File: src/rtl/mux2_arbiter_pkg.sv
// mux2_arbiter shared constants.
// State encodings and mux select values.
package mux2_arbiter_pkg;

  localparam logic [1:0] IDLE  = 2'b00;
  localparam logic [1:0] OWN_A = 2'b01;
  localparam logic [1:0] OWN_B = 2'b10;

  localparam logic SEL_A = 1'b0;
  localparam logic SEL_B = 1'b1;

  function automatic logic is_own(
    input logic [1:0] st
  );
    return (st == OWN_A) || (st == OWN_B);
  endfunction

endpackage

File: src/rtl/mux2_arbiter_if.sv
// mux2_arbiter channel bundle.
// master = requester side, slave = arbiter.
interface mux2_arbiter_if #(
  parameter int W = 8
);

  logic         req_a;
  logic         req_b;
  logic [W-1:0] a;
  logic [W-1:0] b;
  logic         gnt_a;
  logic         gnt_b;
  logic         s;
  logic [W-1:0] out;
  logic         out_valid;

  modport master (
    output req_a, req_b, a, b,
    input  gnt_a, gnt_b, s,
    input  out, out_valid
  );

  modport slave (
    input  req_a, req_b, a, b,
    output gnt_a, gnt_b, s,
    output out, out_valid
  );

endinterface

File: src/rtl/mux2_arbiter_mux2_w.sv
// mux2_w: width-parameterised 2:1 mux.
// s=0 routes a, s=1 routes b.
module mux2_w #(
  parameter int W = 8
) (
  input  logic [W-1:0] a,
  input  logic [W-1:0] b,
  input  logic         s,
  output logic [W-1:0] y
);

  assign y = s ? b : a;

endmodule

File: src/rtl/mux2_arbiter.sv
// mux2_arbiter: round-robin owner of a shared
// 2:1 datapath with bounded hold time.
module mux2_arbiter
  import mux2_arbiter_pkg::*;
#(
  parameter int W        = 8,
  parameter int MAX_HOLD = 4
) (
  input logic             clk,
  input logic             reset,
  mux2_arbiter_if.slave   bus
);

  localparam int CW =
    (MAX_HOLD > 2) ? $clog2(MAX_HOLD) : 1;
  localparam logic [CW-1:0] CMAX =
    CW'(MAX_HOLD - 1);

  logic [1:0]    state;
  logic [1:0]    state_nx;
  logic [CW-1:0] cnt;
  logic          last;
  logic          sel;
  logic          gnt;
  logic [W-1:0]  mux_y;
  logic [W-1:0]  out_q;
  logic          vld_q;

  always_comb begin
    state_nx = state;
    unique case (state)
      IDLE: begin
        if (bus.req_a && bus.req_b)
          state_nx = last ? OWN_A : OWN_B;
        else if (bus.req_a)
          state_nx = OWN_A;
        else if (bus.req_b)
          state_nx = OWN_B;
      end
      OWN_A: begin
        if (!bus.req_a)
          state_nx = bus.req_b ? OWN_B : IDLE;
        else if (bus.req_b && cnt == CMAX)
          state_nx = OWN_B;
      end
      OWN_B: begin
        if (!bus.req_b)
          state_nx = bus.req_a ? OWN_A : IDLE;
        else if (bus.req_a && cnt == CMAX)
          state_nx = OWN_A;
      end
      default: state_nx = IDLE;
    endcase
  end

  // Fresh ownership restarts the hold count.
  always_ff @(posedge clk or posedge reset) begin
    if (reset) begin
      state <= IDLE;
      cnt   <= '0;
      last  <= 1'b1;
    end else begin
      state <= state_nx;
      if (state_nx != state) begin
        cnt <= '0;
        if (is_own(state_nx))
          last <= (state_nx == OWN_B);
      end else if (is_own(state)) begin
        if (cnt != CMAX)
          cnt <= cnt + 1'b1;
      end
    end
  end

  assign sel = (state == OWN_B) ? SEL_B : SEL_A;
  assign gnt = is_own(state);

  mux2_w #(.W(W)) u_mux (
    .a (bus.a),
    .b (bus.b),
    .s (sel),
    .y (mux_y)
  );

  always_ff @(posedge clk or posedge reset) begin
    if (reset) begin
      out_q <= '0;
      vld_q <= 1'b0;
    end else begin
      vld_q <= gnt;
      if (gnt)
        out_q <= mux_y;
    end
  end

  assign bus.gnt_a     = (state == OWN_A);
  assign bus.gnt_b     = (state == OWN_B);
  assign bus.s         = sel;
  assign bus.out       = out_q;
  assign bus.out_valid = vld_q;

endmodule
File: src/flat_wrapper.sv
// flat-port wrapper written by rule: the top's interface ports become plain ports
module mux2_arbiter_flat import mux2_arbiter_pkg::*;
#(
  parameter int W        = 8,
  parameter int MAX_HOLD = 4
)
  (clk, reset, bus_req_a, bus_req_b, bus_a, bus_b, bus_gnt_a, bus_gnt_b, bus_s, bus_out, bus_out_valid);
  mux2_arbiter_if #(.W(W)) bus_i ();
  input logic clk;
  input logic reset;
  input wire logic [$bits(bus_i.req_a)-1:0] bus_req_a;
  input wire logic [$bits(bus_i.req_b)-1:0] bus_req_b;
  input wire logic [$bits(bus_i.a)-1:0] bus_a;
  input wire logic [$bits(bus_i.b)-1:0] bus_b;
  output wire logic [$bits(bus_i.gnt_a)-1:0] bus_gnt_a;
  output wire logic [$bits(bus_i.gnt_b)-1:0] bus_gnt_b;
  output wire logic [$bits(bus_i.s)-1:0] bus_s;
  output wire logic [$bits(bus_i.out)-1:0] bus_out;
  output wire logic [$bits(bus_i.out_valid)-1:0] bus_out_valid;
  assign bus_i.req_a = bus_req_a;
  assign bus_i.req_b = bus_req_b;
  assign bus_i.a = bus_a;
  assign bus_i.b = bus_b;
  assign bus_gnt_a = bus_i.gnt_a;
  assign bus_gnt_b = bus_i.gnt_b;
  assign bus_s = bus_i.s;
  assign bus_out = bus_i.out;
  assign bus_out_valid = bus_i.out_valid;
  mux2_arbiter #(.W(W), .MAX_HOLD(MAX_HOLD)) u_core (.clk(clk), .reset(reset), .bus(bus_i));
endmodule
File: config.mk
export PLATFORM = sky130hd
export DESIGN_NAME = mux2_arbiter_flat
export DESIGN_NICKNAME = d
export VERILOG_FILES = /design/src/rtl/mux2_arbiter_pkg.sv /design/src/rtl/mux2_arbiter_if.sv /design/src/rtl/mux2_arbiter_mux2_w.sv /design/src/rtl/mux2_arbiter.sv /design/src/flat_wrapper.sv
export SDC_FILE = /design/constraint.sdc
export NUM_CORES = 1
export LEC_CHECK = 0
export ABC_AREA = 1
export BUFFER_PORTS_ARGS = -buffer_cell sky130_fd_sc_hd__clkbuf_2
export CAP_MARGIN = 20
export CELL_PAD_IN_SITES_DETAIL_PLACEMENT = 2
export CELL_PAD_IN_SITES_GLOBAL_PLACEMENT = 2
export CORE_UTILIZATION = 25
export CTS_CLUSTER_SIZE = 8
export DETAILED_ROUTE_END_ITERATION = 10
export PLACE_DENSITY = 0.73
export SLEW_MARGIN = 20
export SYNTH_ARGS = -nofsm -noshare
export SYNTH_HDL_FRONTEND = slang
export SYNTH_SLANG_ARGS = --single-unit
File: constraint.sdc
create_clock -name clk -period 2 [get_ports clk]
set_input_delay 0.4 -clock clk [delete_from_list [all_inputs] [get_ports clk]]
set_output_delay 0.4 -clock clk [all_outputs]
set_load 0.1 [all_outputs]
==> summary.md, run 1 <==
| Metric | Value |
|---|---|
| Synthesized area per cell | `7.81 um^2` |
| CP startpoint | `u_core.state[0]` |
| Final nets | `167` |
| Routed len/inst | `13.3 um` |
| Min-delay worst type | `primary input to async pin` |
| Mapped Nets | `133` |
| First-pass GRT wire length | `4.12 mm` |
| Clock sinks | `14` |
| HPWL Detailed | `2.09 mm` |
| Diode count | `0` |
| Synth Instances | `107` |
| Post-synth cell types | `20` |
| Final Slew Violations | `0` |
| Critical R2R Launch | `u_core.state[1]` |
| Mapped Area | `836 um^2` |
| Synth top area share | `0.389` |
| Fin crit share | `0.917` |
| Hold Vio Cnt, Final | `0` |
| Critical path type | `flop to output port` |
| Asr flop ratio synth | `1.00` |
| Fillers | `391` |
| DRC Markers | `0` |
| Highest clock rate | `545 MHz` |
| Crit path DAT | `1.43 ns` |
| Crit Path Max Fanout | `10` |
| Cell with the most instances after synthesis | `nand2_1` |
| H-tree level count | `1` |
| Final setup viols | `0` |
| DRT Wirelength | `2.45 mm` |
| Clock slew seen by the registers of the worst setup and hold paths | `0.10 ns` |
| Synth-to-layout area growth | `35.2%` |
| Die area | `3580 um^2` |
| Vias | `846` |
| Post-CTS Setup Bufs | `0` |
| Synthesis Warnings | `0` |
| Synth area leader | `dfrtp_1` |
| Worst setup SP type | `flop` |
| Critical Path RT | `1.60 ns` |
| GP Congestion | `0.736` |
| CTS max path bufs | `2` |
| Layout cells sized above 1 | `0.357` |
| Vias/cell | `4.60` |
| Synth top area cells | `dfrtp_1 39%, nand2_1 14%, ha_1 9.0%` |
| Post-Layout Cell Count | `184` |
| Setup TNS | `0 ns` |
| Iter 0 DRT Violations | `40` |
| Status | `complete, no violations` |
| R2R depth | `12` |
| Min cycle time layout | `1.83 ns` |
| Seq/Total Area, Yosys | `0.421` |
| Rows | `20` |
| Total CTS buffers | `3` |
| Clock skew | `0.0127 ns` |
| Crit path cell chain | `inv_2 > ha_4 > buf_4 > buf_12` |
| Buffers on Ports | `31` |
| CTS tree | `yes` |
| Number of max-cap violations | `0` |
| Dpl cells | `180` |
| GRT overflow | `0` |
| Largest net degree at the start of global routing | `15` |
| Die Span X | `59.8 um` |
| Number of flops mapped to enable cells by yosys | `0` |
| Area of the core | `3100 um^2` |
| Post-route ant nets | `0` |
| #FFs+latches synth | `14` |
| Total track usage | `0.158` |
| Critical path's largest stage delay | `0.46 ns` |
| Unrepaired setup endpoints after global routing | `no` |
| Worst slew pin tran | `0.566 ns` |
| Commonest cells post-synth | `32 x nand2_1, 13 x dfrtp_1, 13 x nor2_1` |
| Hold slack | `0.124 ns` |
| IO Pins | `32` |
| Vias in the first global route | `872` |
| Die Height | `59.8 um` |
| Clk_lat worst skew | `0.29 ns` |
| Initial antenna violation count | `0` |
| First-pass DRT Iterations | `3` |
| Max-slew headroom | `0.623` |
| CTS root buffer | `clkbuf_4` |
| Crit end category | `output port` |
| Ys flop type | `dfrtp_1` |
| Initial Util | `0.269` |
| CP max-delay cell | `dfrtp_2` |
==> flip-flops by register name, indices dropped and copies added, names as in the netlist <==
| name | count |
|---|---|
| u_core.state | 2 |
| u_core.bus.out_valid | 1 |
| u_core.last | 1 |
| u_core.bus.out | 8 |
| u_core.cnt | 2 |
==> worst paths after layout <==
| kind | endpoint | slack (ns) |
|---|---|---|
| max | bus_s | 0.17 |
| max reg2reg | u_core.last | 0.23 |
| max in group asynchronous | u_core.state[0] | 1.45 |
| min reg2reg | u_core.last | 0.49 |
| min in group clk | u_core.bus.out[7] | 0.34 |
| min | u_core.bus.out[5] | 0.12 |
==> logic make-up after synthesis <==
logic type	Yosys count	synth area share
AOI/OAI and AO/OA	10	0.0749
xor gates and xnor gates	1	0.0105
adders and majority gates	6	0.0898
buffers and inverters	16	0.0943
DFF	14	0.421
and+or+nand+nor	60	0.310
==> cell usage in the layout (no fill, tap or decap), drive strengths merged <==
cell type / n
a21oi: 1
a31oi: 8
buf: 6
clkbuf: 32
dfrtp: 13
dfstp: 1
ha: 6
inv: 11
nand2: 33
nand3: 11
nand4: 2
nor2: 14
o21bai: 1
xor2: 1
==> area by class of cell <==
type                       instances  area [um^2]  area share
clock buffer                       4         36.3      0.0321
inverter                          11         43.8      0.0388
multi-input combinational         77          430       0.381
sequential                        14          354       0.313
tap                               44         55.1      0.0487
timing repair buffer              34          210       0.186
==> per-layer routing <==
metal,track usage,wire (um),vias up
li1,-,-,413
met1,0.193,1020,411
met2,0.270,1300,18
met3,0.0281,84,4
met4,0.0698,35,0
met5,0,0,-
==> per-stage QoR <==
step / area [um^2] / util / setup WS, ns
after global routing: 1130 / 0.364 / 0.00367
after floorplan: 865 / - / 0.0425
final: 1130 / 0.364 / 0.167
after CTS: 1130 / 0.363 / 0.0812
after detailed placement: 1090 / 0.352 / 0.0926
after global placement: 1090 / 0.352 / 0.185
==> worst max-delay path: cells and delay by family, from the launching register on <==
family	cells	cell delay, ns
buffers and inverters	3	0.51
flip-flops	1	0.46
adder cells (fa/ha/maj)	1	0.17
==> timing repair <==
action / CTS / global route
gates resized for setup: 0 / 3
hold buffers: 0 / 0
endpoints found under the setup margin: 0 / 1
Power of run 1 is left out: the tool's default activity adds up to more than one toggle a clock period on the data nets, which glitch-free logic cannot reach.
==> run 2, diff against run 1 <==
- BUFFER_PORTS_ARGS: -buffer_cell sky130_fd_sc_hd__clkbuf_2 -> -buffer_cell sky130_fd_sc_hd__buf_2
- CELL_PAD_IN_SITES_DETAIL_PLACEMENT: 2 -> unset
- CELL_PAD_IN_SITES_GLOBAL_PLACEMENT: 2 -> unset
- CORE_UTILIZATION: 25 -> 47
- PLACE_DENSITY: 0.73 -> 0.74
==> run 2 against run 1 <==
The flow now finishes with violations (design-rule violations). First-iteration DRC count down 35%. Hold slack better by 0.025 ns. Final cell count down 15%. Critical path depth down 1. Die area down 45%. Count of clock-buffer cells in the layout unchanged. Fmax down 3.6%.
==> summary.md, run 2 (synthesis results as in run 1) <==
| Metric | Value |
|---|---|
| Status | `finished, violations left` |
| Failing checks | `design-rule violations` |
| Highest clock rate | `526 MHz` |
| Die area | `1950 um^2` |
| Largest net degree at the start of global routing | `15` |
| Clock skew | `0.00993 ns` |
| Crit Path Max Fanout | `5` |
| Die Height | `44.2 um` |
| CTS root buffer | `clkbuf_4` |
| CP startpoint | `u_core.state[1]` |
| Final nets | `168` |
| Initial antenna violation count | `0` |
| Vias/cell | `5.13` |
| Setup TNS | `0 ns` |
| First-pass GRT wire length | `2.96 mm` |
| Vias | `806` |
| H-tree level count | `1` |
| Rows | `14` |
| Min cycle time layout | `1.90 ns` |
| Critical path type | `flop to output port` |
| Final setup viols | `0` |
| DRC Markers | `1` |
| R2R depth | `12` |
| Setup slack, reg-to-reg | `0.20 ns` |
| Worst slew pin tran | `0.551 ns` |
| Initial Util | `0.530` |
| Critical path's largest stage delay | `0.45 ns` |
| Clock slew seen by the registers of the worst setup and hold paths | `0.09 ns` |
| Critical R2R Capture | `u_core.last` |
| Synth-to-layout area growth | `27.2%` |
| Min-delay worst type | `primary input to async pin` |
| Final Slew Violations | `0` |
| Number of max-cap violations | `0` |
| Clock sinks | `14` |
| HPWL Detailed | `1.31 mm` |
| Total CTS buffers | `3` |
| DRT Wirelength | `1.80 mm` |
| Layout Utilization | `0.675` |
| Pre-CTS worst setup slack | `0.150 ns` |
| Total track usage | `0.212` |
| Crit path DAT | `1.50 ns` |
| Most frequent cells in the layout | `32 x nand2_1, 29 x buf_2, 13 x nor2_1` |
| Die Span X | `44.2 um` |
| Max-slew headroom | `0.632` |
| Critical R2R Launch | `u_core.state[0]` |
| Post-route ant nets | `0` |
| First-pass DRT Iterations | `9` |
| Worst setup margin | `0.0972 ns` |
| Most common cell after layout, fill and taps aside | `nand2_1` |
| CTS tree | `yes` |
| GRT overflow | `0` |
| Crit path cell chain | `inv_1 > ha_4 > buf_2` |
| Routed len/inst | `11.5 um` |
| Fillers | `134` |
| CP max-delay cell | `dfrtp_1` |
| Worst setup SP type | `flop` |
| Number of flip-flops in the largest register | `8` |
| CTS max path bufs | `2` |
| Critical Path RT | `1.60 ns` |
| Layout cells sized above 1 | `0.340` |
| Hold Vio Cnt, Final | `0` |
| Buffers on Ports | `31` |
| GP Congestion | `0.841` |
| Vias in the first global route | `705` |
| Iter 0 DRT Violations | `26` |
| IO Pins | `32` |
| Clk_lat worst skew | `0.28 ns` |
| Area of the core | `1580 um^2` |
| CP endpoint | `bus_gnt_a` |
| Crit end category | `output port` |
| Unrepaired setup endpoints after global routing | `no` |
| Diode count | `0` |
| Fin crit share | `0.951` |
==> run 2: cell count changes in the layout (fill, tap and decap cells not counted), sizes merged <==
cell	previous run	this run
buf	6	33
clkbuf	32	6
==> run 2: how the worst min path moves through the flow <==
stage / startpoint / endpoint / slack, ns / depth (start not counted)
after floorplan: reset / u_core.bus.out[0] / 0.29 / 1
after global placement: reset / u_core.bus.out[2] / 0.46 / 2
after detailed placement: u_core.last / u_core.last / 0.47 / 2
after CTS: reset / u_core.bus.out[7] / 0.17 / 2
after global routing: reset / u_core.bus.out[2] / 0.19 / 2
final: reset / u_core.bus.out[2] / 0.15 / 2
==> run 2: worst max-delay path: cells and delay by family (launching register included) <==
family,cells,cell delay [ns]
buffers and inverters,2,0.61
adders and majority gates,1,0.17
DFF,1,0.45
==> run 2: per-stage QoR <==
step,instance area (um^2),hold WS (ns),cells
after global placement,1010,0.459,150
after global routing,1060,0.193,157
after detailed placement,1010,0.471,150
after floorplan,865,0.289,107
after CTS,1030,0.175,154
final,1060,0.149,157
==> run 2: final cells by class <==
class,count,area [um^2],share of cell area
Clock buffer,4,26.3,0.0247
Timing Repair Buffer,35,190,0.179
Multi-Input combinational cell,77,430,0.405
Inverter,11,43.8,0.0412
Sequential cell,14,353,0.332
Tap cell,16,20.0,0.0188
==> run 2: timing repair <==
item                       4_1_cts  5_1_grt
gates resized for setup          0        3
setup endpoints to repair        0        3
hold buffers                     0        0
setup buffers                    0        3
==> run 2: routing by layer <==
metal | part of all wire | track usage | vias up
met5 | 0 | 0 | -
met4 | 0.022 | 0.127 | 0
met3 | 0.037 | 0.0367 | 4
met2 | 0.48 | 0.332 | 21
met1 | 0.46 | 0.271 | 366
li1 | - | - | 415
Power of run 2 is left out for the same reason.
==> run 3, diff against run 2 <==
- PLACE_DENSITY: 0.74 -> 0.75
==> run 3 against run 2 <==
The flow now finishes without violations. Flip-flop and latch count unchanged. Count of clock-buffer cells in the layout did not move. Final area decreased by 1.3%. Sequential share of layout area grew 0.32 points. Die area is the same. Final cell count decreased by 1.9%. Setup slack got worse by 0.00056 ns. Wire length shrank 0.61%.
==> summary.md, run 3 (synthesis results as in run 1) <==
| Metric | Value |
|---|---|
| Status | `complete, no violations` |
| Die Height | `44.2 um` |
| Routed len/inst | `11.6 um` |
| DRT Wirelength | `1.79 mm` |
| Crit-path leading delay family | `buffers and inverters` |
| Critical Path RT | `1.60 ns` |
| Total CTS buffers | `3` |
| Iter 0 DRT Violations | `21` |
| GRT busiest layer | `met2` |
| Final setup viols | `0` |
| Largest net degree at the start of global routing | `15` |
| Initial antenna violation count | `0` |
| Critical R2R Launch | `u_core.state[1]` |
| First-pass GRT wire length | `2.92 mm` |
| Max-slew headroom | `0.642` |
| IO Pins | `32` |
| Clock skew | `0.000781 ns` |
| CP max-delay cell | `dfrtp_1` |
| Fin crit share | `0.952` |
| Critical path type | `flop to output port` |
| Min cycle time layout | `1.90 ns` |
| Crit end category | `output port` |
| Clock slew seen by the registers of the worst setup and hold paths | `0.09 ns` |
| Post-route ant nets | `0` |
| Buffers on Ports | `31` |
| CP Buf/Inv Count | `2` |
| Diode count | `0` |
| Met2 layer usage reported by global route | `0.324` |
| Crit path DAT | `1.50 ns` |
| GR Layer Usage met3 | `0.0245` |
| Met1 usage | `0.270` |
| H-tree level count | `1` |
| Most common cell after layout, fill and taps aside | `nand2_1` |
| Clock sinks | `14` |
| Min-delay worst type | `primary input to async pin` |
| First-pass DRT Iterations | `6` |
| Vias/cell | `5.27` |
| CTS root buffer | `clkbuf_4` |
| Final Slew Violations | `0` |
| Die Span X | `44.2 um` |
| Final nets | `165` |
| Worst setup SP type | `flop` |
| HPWL Detailed | `1.37 mm` |
| GP Congestion | `0.851` |
| GRT overflow | `0` |
| Number of max-cap violations | `0` |
| Highest clock rate | `525 MHz` |
| CP startpoint | `u_core.state[0]` |
| Area of the core | `1580 um^2` |
| Vias | `811` |
| Initial Util | `0.530` |
| Worst setup margin | `0.0966 ns` |
| R2R depth | `13` |
| Pre-CTS worst setup slack | `0.183 ns` |
| Number of flip-flops in the largest register | `8` |
| Clk_lat worst skew | `0.27 ns` |
| Critical path's largest stage delay | `0.48 ns` |
| Post-CTS Setup Bufs | `0` |
| Cell count along the critical path | `3` |
| Synth-to-layout area growth | `25.6%` |
| Most frequent cells in the layout | `32 x nand2_1, 29 x buf_2, 13 x nor2_1, 13 x dfrtp_1` |
| Rows | `14` |
| Total track usage | `0.198` |
| Fillers | `144` |
| Crit path cell chain | `inv_2 > ha_4 > clkbuf_4` |
| DRC Markers | `0` |
| Hold Vio Cnt, Final | `0` |
| Crit Path Max Fanout | `12` |
| Layout cells sized above 1 | `0.326` |
| CTS max path bufs | `2` |
| CTS tree | `yes` |
| Unrepaired setup endpoints after global routing | `no` |
| Vias in the first global route | `706` |
| Worst slew pin tran | `0.536 ns` |
| Die area | `1950 um^2` |
-- run 3: cell count changes in the layout (fill, tap and decap cells not counted) --
cell,previous run,this run
buf_4,4,1
clkbuf_1,1,0
clkbuf_8,0,1
dfrtp_1,12,13
dfrtp_2,1,0
-- run 3: stage by stage --
step	TNS (ns)	instances	util	hold slack, ns	cell area [um^2]
global placement	0	150	0.640	0.453	1010
floorplan	0	107	-	0.289	865
detailed placement	0	150	0.640	0.473	1010
global route	0	154	0.666	0.194	1050
finish	0	154	0.666	0.150	1050
CTS	-0.00763	154	0.663	0.169	1040
-- run 3: timing repair --
item                       4_1_cts  5_1_grt
resized for setup                0        2
hold buffers                     0        0
pin swaps                        0        0
setup endpoints to repair        2        2
-- run 3: final timing paths --
| kind | end | slack, ns |
|---|---|---|
| worst max-delay path | bus_gnt_b | 0.1 |
| max in group asynchronous | u_core.last | 1.49 |
| min in group clk | u_core.bus.out[3] | 0.37 |
| worst min register to register | u_core.last | 0.49 |
| worst min-delay path | u_core.bus.out[2] | 0.15 |
| worst max register to register | u_core.last | 0.18 |
-- run 3: area by class of cell --
cell class / count / area, um^2 / share of cell area
clock buffers: 4 / 36.3 / 0.0346
inverters: 11 / 43.8 / 0.0417
multi-input cells: 77 / 430 / 0.410
flip-flops and latches: 14 / 352 / 0.335
well taps: 16 / 20.0 / 0.0191
repair buffers: 32 / 168 / 0.160
-- run 3: worst reg2reg max path, stage by stage, from the launching register on --
cell and delay [ns]:
dfrtp_1 0.45, inv_1 0.19, ha_4 0.17, inv_1 0.04, nor2_1 0.10, nand2_1 0.07, nand3_1 0.12, nand2_1 0.09
inv_1 0.09, ha_1 0.23, inv_1 0.07, nand2_1 0.05, nand2_1 0.05, nand2_1 0.04
-- run 3: metal layers --
layer | part of all wire | vias to the layer above
met5 | 0 | -
met4 | 0.0050 | 0
met3 | 0.064 | 2
met2 | 0.50 | 38
met1 | 0.43 | 367
li1 | - | 404
Power of run 3 is left out for the same reason.
